==> src/rtl/wb_regfile_gen2.sv <==
// wb_regfile_gen2: writeback mux with sub-word load extraction, bypassed register file and retire counter
module wb_regfile_gen2 #(
  parameter int XLEN   = 32,
  parameter int NREGS  = 32,
  parameter int ADDR_W = $clog2(NREGS),
  parameter int OFF_W  = $clog2(XLEN/8),
  parameter int CNT_W  = 64
) (
  input  logic              clk,
  input  logic              reset,
  input  logic              wb_valid,
  input  logic              wb_stall,
  input  logic              wb_regwrite,
  input  logic [ADDR_W-1:0] wb_rd,
  input  logic [1:0]        wb_sel,
  input  logic [XLEN-1:0]   wb_alu_result,
  input  logic [XLEN-1:0]   wb_mem_rdata,
  input  logic [XLEN-1:0]   wb_pc_plus4,
  input  logic [1:0]        wb_mem_size,
  input  logic              wb_mem_unsigned,
  input  logic [OFF_W-1:0]  wb_mem_off,
  input  logic [ADDR_W-1:0] rs1_addr,
  input  logic [ADDR_W-1:0] rs2_addr,
  output logic [XLEN-1:0]   rs1_data,
  output logic [XLEN-1:0]   rs2_data,
  output logic              wb_commit,
  output logic [XLEN-1:0]   wb_wdata,
  output logic [CNT_W-1:0]  retire_count
);
  logic [OFF_W-1:0]           lane;
  logic [XLEN-1:0]            shifted, ld_b, ld_h, ld_w, ld_data;
  logic                       we;
  logic [NREGS-1:0][XLEN-1:0] regs;
  assign wb_commit = wb_valid & ~wb_stall;
  assign we = wb_commit & wb_regwrite & (wb_rd != '0);
  // lane offset is the load offset aligned down to the access size; dword always starts at 0
  always_comb begin
    lane = wb_mem_size == 2'd0 ? wb_mem_off :
           wb_mem_size == 2'd1 ? wb_mem_off & ~OFF_W'(1) :
           wb_mem_size == 2'd2 ? wb_mem_off & ~OFF_W'(3) : '0;
    shifted = wb_mem_rdata >> {lane, 3'b000};
    ld_b = wb_mem_unsigned ? XLEN'(shifted[7:0]) : XLEN'($signed(shifted[7:0]));
    ld_h = wb_mem_unsigned ? XLEN'(shifted[15:0]) : XLEN'($signed(shifted[15:0]));
    ld_w = wb_mem_unsigned ? XLEN'(shifted[31:0]) : XLEN'($signed(shifted[31:0]));
    ld_data = wb_mem_size == 2'd0 ? ld_b :
              wb_mem_size == 2'd1 ? ld_h :
              (wb_mem_size == 2'd2 || XLEN == 32) ? ld_w : shifted;
    wb_wdata = wb_sel == 2'd1 ? ld_data : wb_sel == 2'd2 ? wb_pc_plus4 : wb_alu_result;
  end
  assign rs1_data = (reset || rs1_addr == '0) ? '0 : (we && wb_rd == rs1_addr) ? wb_wdata : regs[rs1_addr];
  assign rs2_data = (reset || rs2_addr == '0) ? '0 : (we && wb_rd == rs2_addr) ? wb_wdata : regs[rs2_addr];
  always_ff @(posedge clk or posedge reset)
    if (reset) begin
      regs <= '0;
      retire_count <= '0;
    end else begin
      if (we) regs[wb_rd] <= wb_wdata;
      if (wb_commit) retire_count <= retire_count + CNT_W'(1);
    end
endmodule

==> config.mk <==
export PLATFORM = sky130hd
export DESIGN_NAME = wb_regfile_gen2
export DESIGN_NICKNAME = d
export VERILOG_FILES = /design/src/rtl/wb_regfile_gen2.sv
export SDC_FILE = /design/constraint.sdc
export NUM_CORES = 2
export LEC_CHECK = 0
export CORE_ASPECT_RATIO = 1.5
export CORE_UTILIZATION = 55
export DETAILED_ROUTE_END_ITERATION = 6
export DONT_BUFFER_PORTS = 1
export PLACE_DENSITY = 0.82
export SYNTH_ARGS = -nofsm -noshare
export SYNTH_HDL_FRONTEND = slang
export SYNTH_SLANG_ARGS = --single-unit
==> constraint.sdc <==
create_clock -name clk -period 43.4 [get_ports clk]
set_input_delay 8.68 -clock clk [delete_from_list [all_inputs] [get_ports clk]]
set_output_delay 8.68 -clock clk [all_outputs]
set_load 0.1 [all_outputs]
== Word-level counts from Yosys, hierarchy flattened ==
Cells that the tools add are included.

* Bits in registers: 1088
* Output and inout port bits: 161
* Word-level logic and storage cells: 76

* $add $sub $neg: 1
* Magnitude comparators: 4
* Equality and inequality tests: 5
* Shifts and indexed selects: 1
* Mux-type cells: 19
* Bitwise gates (word level): 4
* Reduce and logical (&&, ||, !) cells: 9

{| class="wikitable"
|+ Operators with widths
! operator !! count
|-
| 1024-bit bitwise mux || 1
|-
| 32-bit 2-to-1 mux || 13
|-
| 32-bit binary-select mux with 5-bit select || 2
|-
| 32-bit demux with 5-bit select || 1
|-
| 64-bit by 1-bit adder with 64-bit output (second input constant) || 1
|-
| 32-bit by 5-bit right shift with 32-bit output || 1
|-
| 5-bit by 6-bit less-than comparator with 1-bit output (second input constant) || 3
|-
| 5-bit == test || 2
|-
| 5-bit logical NOT || 2
|-
| 5-bit by 1-bit greater-or-equal comparator with 1-bit output (second input constant) || 1
|-
| 5-bit nonzero test || 1
|-
| 2-bit by 1-bit == test with 1-bit output (second input constant) || 2
|-
| 2-bit 2-to-1 mux || 2
|-
| 1-bit AND || 3
|-
| 1-bit logical AND || 3
|-
| 2-bit == test (second input constant) || 1
|-
| 2-bit logical NOT || 1
|-
| 1-bit logical OR || 2
|-
| 1-bit NOT || 1
|}

== Logic depth before layout (Yosys ltp) ==
* Depth after elaboration: 10
* Gate-level depth with buffers: 10
* Gate-level depth less buffers: 7

== Worst setup path before layout ==
Ideal clock, no wire load.

* Kind: input to output
* From: input port reset
* To: output port rs1_data[0]
* Arrival time: 35.729 ns
* Required time: 34.720 ns
* Path slack: -1.009 ns
* Stages on the path: 6
* Buffers on the path: 1
* Path through: inv_1 o31ai_1 nor2_1 clkbuf_1 a22oi_1 o21ai_0

* Longest elaborated chain between the ends: 2

{| class="wikitable"
|+ RTL lines
! item !! line !! text
|-
| start, declared || 10 || <nowiki>input logic reset,</nowiki>
|-
| 1-bit logical OR || 50 || <nowiki>assign rs1_data = (reset || rs1_addr == '0) ? '0 : (we && wb_rd == rs1_addr) ? wb_wdata : regs[rs1_addr];</nowiki>
|-
| 32-bit 2-to-1 mux || 50 ||
|-
| end, declared || 24 || <nowiki>output logic [XLEN-1:0] rs1_data,</nowiki>
|}

Every way passes these cells.

== Worst setup path after layout ==
* From: input port rs1_addr[0]
* To: output port rs1_data[2]

* Longest elaborated chain between the ends: 4
* Elaborated cells on any way between the ends: 8
* Those cells by class: 1 x eq/ne; 4 x mux; 3 x reduce/logical

{| class="wikitable"
|+ RTL lines
! item !! line !! text
|-
| start, declared || 22 || <nowiki>input logic [ADDR_W-1:0] rs1_addr,</nowiki>
|-
| 32-bit binary-select mux with 5-bit select / 5-bit == test (equally long branches) || 50 ||
|-
| 32-bit 2-to-1 mux (not written as such) / 1-bit logical AND (equally long branches) || 50 ||
|-
| 32-bit 2-to-1 mux || 50 ||
|-
| 32-bit 2-to-1 mux (*) || 50 ||
|}

Mark *: on every way between the ends. The rest lies on a longest branch, timed or not. The select of a mux whose other input is x is not followed.

==> results.sh <==
export IMPL_r2r_setup_slack_ps=39320
export IMPL_die_w_um=267
export IMPL_die_area_um2=107000
export IMPL_rsz0062_at_grt="false"
export IMPL_nFillCells=8316
export IMPL_ys_types=59
export IMPL_vdd_drop_max_uv=40.7
export IMPL_cts_root_buf="clkbuf_16"
export IMPL_synth_area_um2=57900
export IMPL_power_density_nw_per_um2=40.2
export IMPL_layout_drive_gt1_share=0.135
export IMPL_cts_hold_buffers_added=0
export IMPL_ys_ff_latch=1088
export IMPL_post_dp_hpwl_um=103000
export IMPL_clk_latency_ps=730
export IMPL_fin_nets=5409
export IMPL_worstHoldPathCells=0
export IMPL_whs_endpoint="regs[20]"
export IMPL_final_antenna_net_count=0
export IMPL_ff_latch_area_um2=27200
export IMPL_fmax_ghz=0.0462
export IMPL_die_h_um=399
export IMPL_syn_area_per_cell_um2=10.2
export IMPL_synth_nets=5785
export IMPL_arrival_ps=12970
export IMPL_maxCapViolations=0
export IMPL_stdcell_area_um2=62200
export IMPL_cts_repair_resized=0
export IMPL_ios=284
export IMPL_violations="DRC, slew limit"
export IMPL_grtUsageTotal=0.359
export IMPL_slew_viol_final=315
export IMPL_ys_seq_area_frac=0.471
export IMPL_postCtsSetupBuffers=0
export IMPL_hp_start="regs[20]"
export IMPL_tritoncts="done"
export IMPL_wirelength_um=191000
export IMPL_setup_tns_ps=0
export IMPL_antenna_found_initial=4
export IMPL_syn2layout_area_growth_pct=7.52
export IMPL_h_tree_depth=3
export IMPL_start_util=0.556
export IMPL_path_cells="xnor2_1 > nand3_1 > o31ai_1 > nor3_4 > buf_4 > a22oi_1 > o21ai_2"
export IMPL_coreArea_um2=104000
export IMPL_period_needed_ps=21650
export IMPL_multi_input_area_um2=28800
export IMPL_fin_crit_sh=0.499
export IMPL_critPathKind="in2out"
export IMPL_place_area_um2=58700
export IMPL_hold_viol_final=0
export IMPL_finalWeightedCongestion=0.927
export IMPL_cts_buffers=104
export IMPL_cpMaxStageDelayCell="a22oi_1"
export IMPL_portBuffers=0
export IMPL_worst_pin_slew_ps=2010
export IMPL_path_max_fanout=386
export IMPL_start_kind="primary input"
export IMPL_grt_pass1_wl_um=286000
export IMPL_drc_errors=7
export IMPL_min_path_type="reg2reg"
export IMPL_row_count=145
export IMPL_drtIter0Drc=5032
export IMPL_stdcell_count=6761
export IMPL_r2r_start="retire_count[0]"
export IMPL_skew_ps=25.0
export IMPL_clk_pin_slew_ps=60
export IMPL_cellLeakagePower_nw=26.9
export IMPL_cp_end_kind="output pin"
export IMPL_slew_headroom=-0.340
export IMPL_dp_cells=6575
export IMPL_reg2reg_depth=7
export IMPL_vias=47122
export IMPL_dr_pass1_iters=7
export IMPL_clockBufferDepth=3
export IMPL_setup_viol=0
export IMPL_critPathMaxStageDelay_ps=840
export IMPL_overflow=0
export IMPL_status="finished with violations"
export IMPL_synth_edf_count=0
export IMPL_wl_per_cell_um=28.2
export IMPL_ys_async_sr_fraction=1.00
export IMPL_synth_warnings=0
export IMPL_synthFlopType="dfrtp_1"
export IMPL_grt_pass1_vias=47732
export IMPL_grt_max_degree=387
export IMPL_vias_per_cell=6.97
export IMPL_synthCells=5661
export IMPL_clock_sinks=1088
export IMPL_required_ps=34720
export IMPL_regToRegEndpoint="retire_count[42]"
worst max-delay path by stage:
stage	from	to	slack, ps	cells past startpoint
after floorplan	reset	rs1_data[0]	7530	6
after global placement	wb_sel[0]	rs2_data[19]	22430	7
after detailed placement	wb_sel[0]	rs2_data[19]	22430	7
after CTS	wb_sel[0]	rs2_data[19]	22410	7
after global routing	wb_sel[0]	rs1_data[19]	22220	7
final	rs1_addr[0]	rs1_data[2]	21750	7
routing by layer:
metal	up-vias	part of all wire	global-route usage
met5	-	0.00010	0
met4	2	0.078	0.250
met3	900	0.13	0.108
met2	3194	0.45	0.551
met1	23157	0.34	0.434
li1	19869	-	-
placed cells by master, fill, tap and decap left out, types with 5 or more instances in the layout:
master / count
a221oi_1: 256
nor2_4: 6
clkinvlp_4: 6
nand3_4: 8
xnor2_1: 60
a311oi_4: 14
buf_4: 89
nand2_4: 19
nor2_1: 149
a21oi_1: 18
nand2_1: 1062
mux2i_1: 544
clkbuf_8: 27
mux4_2: 263
o21ai_1: 180
clkbuf_1: 18
and3_1: 12
a22o_1: 6
nor3_1: 9
clkinv_2: 18
xor2_1: 13
bufinv_16: 8
nand2_2: 5
clkbuf_16: 104
o21ai_0: 911
a22oi_1: 192
nand4_1: 18
dfrtp_1: 1088
nand3_1: 21
inv_1: 38
o21ai_2: 115
and4_1: 8
a2111oi_4: 7
worst max-delay path: cells and delay by family:
| kind | cells | cell delay (ps) |
|---|---|---|
| XOR/XNOR | 1 | 600 |
| AND/OR/NAND/NOR | 2 | 440 |
| AO/OA/AOI/OAI | 3 | 2000 |
| buffers and inverters | 1 | 400 |
state kept, by name, indices dropped and copies added, names as in the netlist:
| signal | flops |
|---|---|
| retire_count | 64 |
| regs | 1024 |
synth_stat cells (5+ instances only):
master,n,area (um2)
a2111oi_4,7,193
a21oi_1,20,100
a221oi_1,256,2240
a22o_1,6,52.6
a22oi_1,192,1440
a311oi_1,14,123
and3_1,12,75.1
and4_1,8,70.1
buf_1,27,101
buf_2,86,430
buf_6,22,248
clkbuf_1,430,1610
clkbuf_2,5,25.0
dfrtp_1,1088,27200
inv_1,39,146
mux2i_1,544,5450
mux4_2,263,5920
nand2_1,1086,4080
nand3_1,29,145
nand4_1,18,113
nor2_1,155,582
nor2b_1,7,43.8
nor3_1,9,45.0
nor3_2,5,50.1
o21ai_0,963,4820
o21ai_1,191,956
o21ai_2,52,455
xnor2_1,60,526
xor2_1,13,114
cells by family (layout without fill, tap and decap cells):
kind of cell	count (synthesis)	count (layout)	share of synthesized area
and+or+nand+nor	1357	1357	0.0941
DFF	1088	1088	0.471
buffers and inverters	617	319	0.0451
xor gates and xnor gates	73	73	0.0111
AOI/OAI and AO/OA	1713	1713	0.181
muxes	812	812	0.198
other	0	2	0
adders and majority gates	1	1	0.000216
through the flow:
stage	power (mW)	hold slack, ps	setup slack, ps	utilization
3_3_place_gp	1.54	384	22430	0.564
6_report	2.50	401	21750	0.597
2_1_floorplan	1.49	449	7530	-
5_1_grt	2.57	411	22220	0.597
3_5_place_dp	1.56	389	22430	0.564
4_1_cts	2.49	403	22410	0.597
power breakdown:
part | internal (mW) | switching [mW]
logic | 0.137 | 0.237
registers | 1.09 | 0.0841
clock network | 0.534 | 0.412
layout make-up:
cell class              instances  share of cell area
diodes                          2           0.0000804
clock buffers                 149              0.0489
clock inverters                35             0.00730
inverters                      43             0.00269
multi-input cells            3956               0.464
flip-flops and latches       1088               0.438
well taps                    1396              0.0281
repair buffers                 92              0.0117
(Power assumes the default switching activity.)
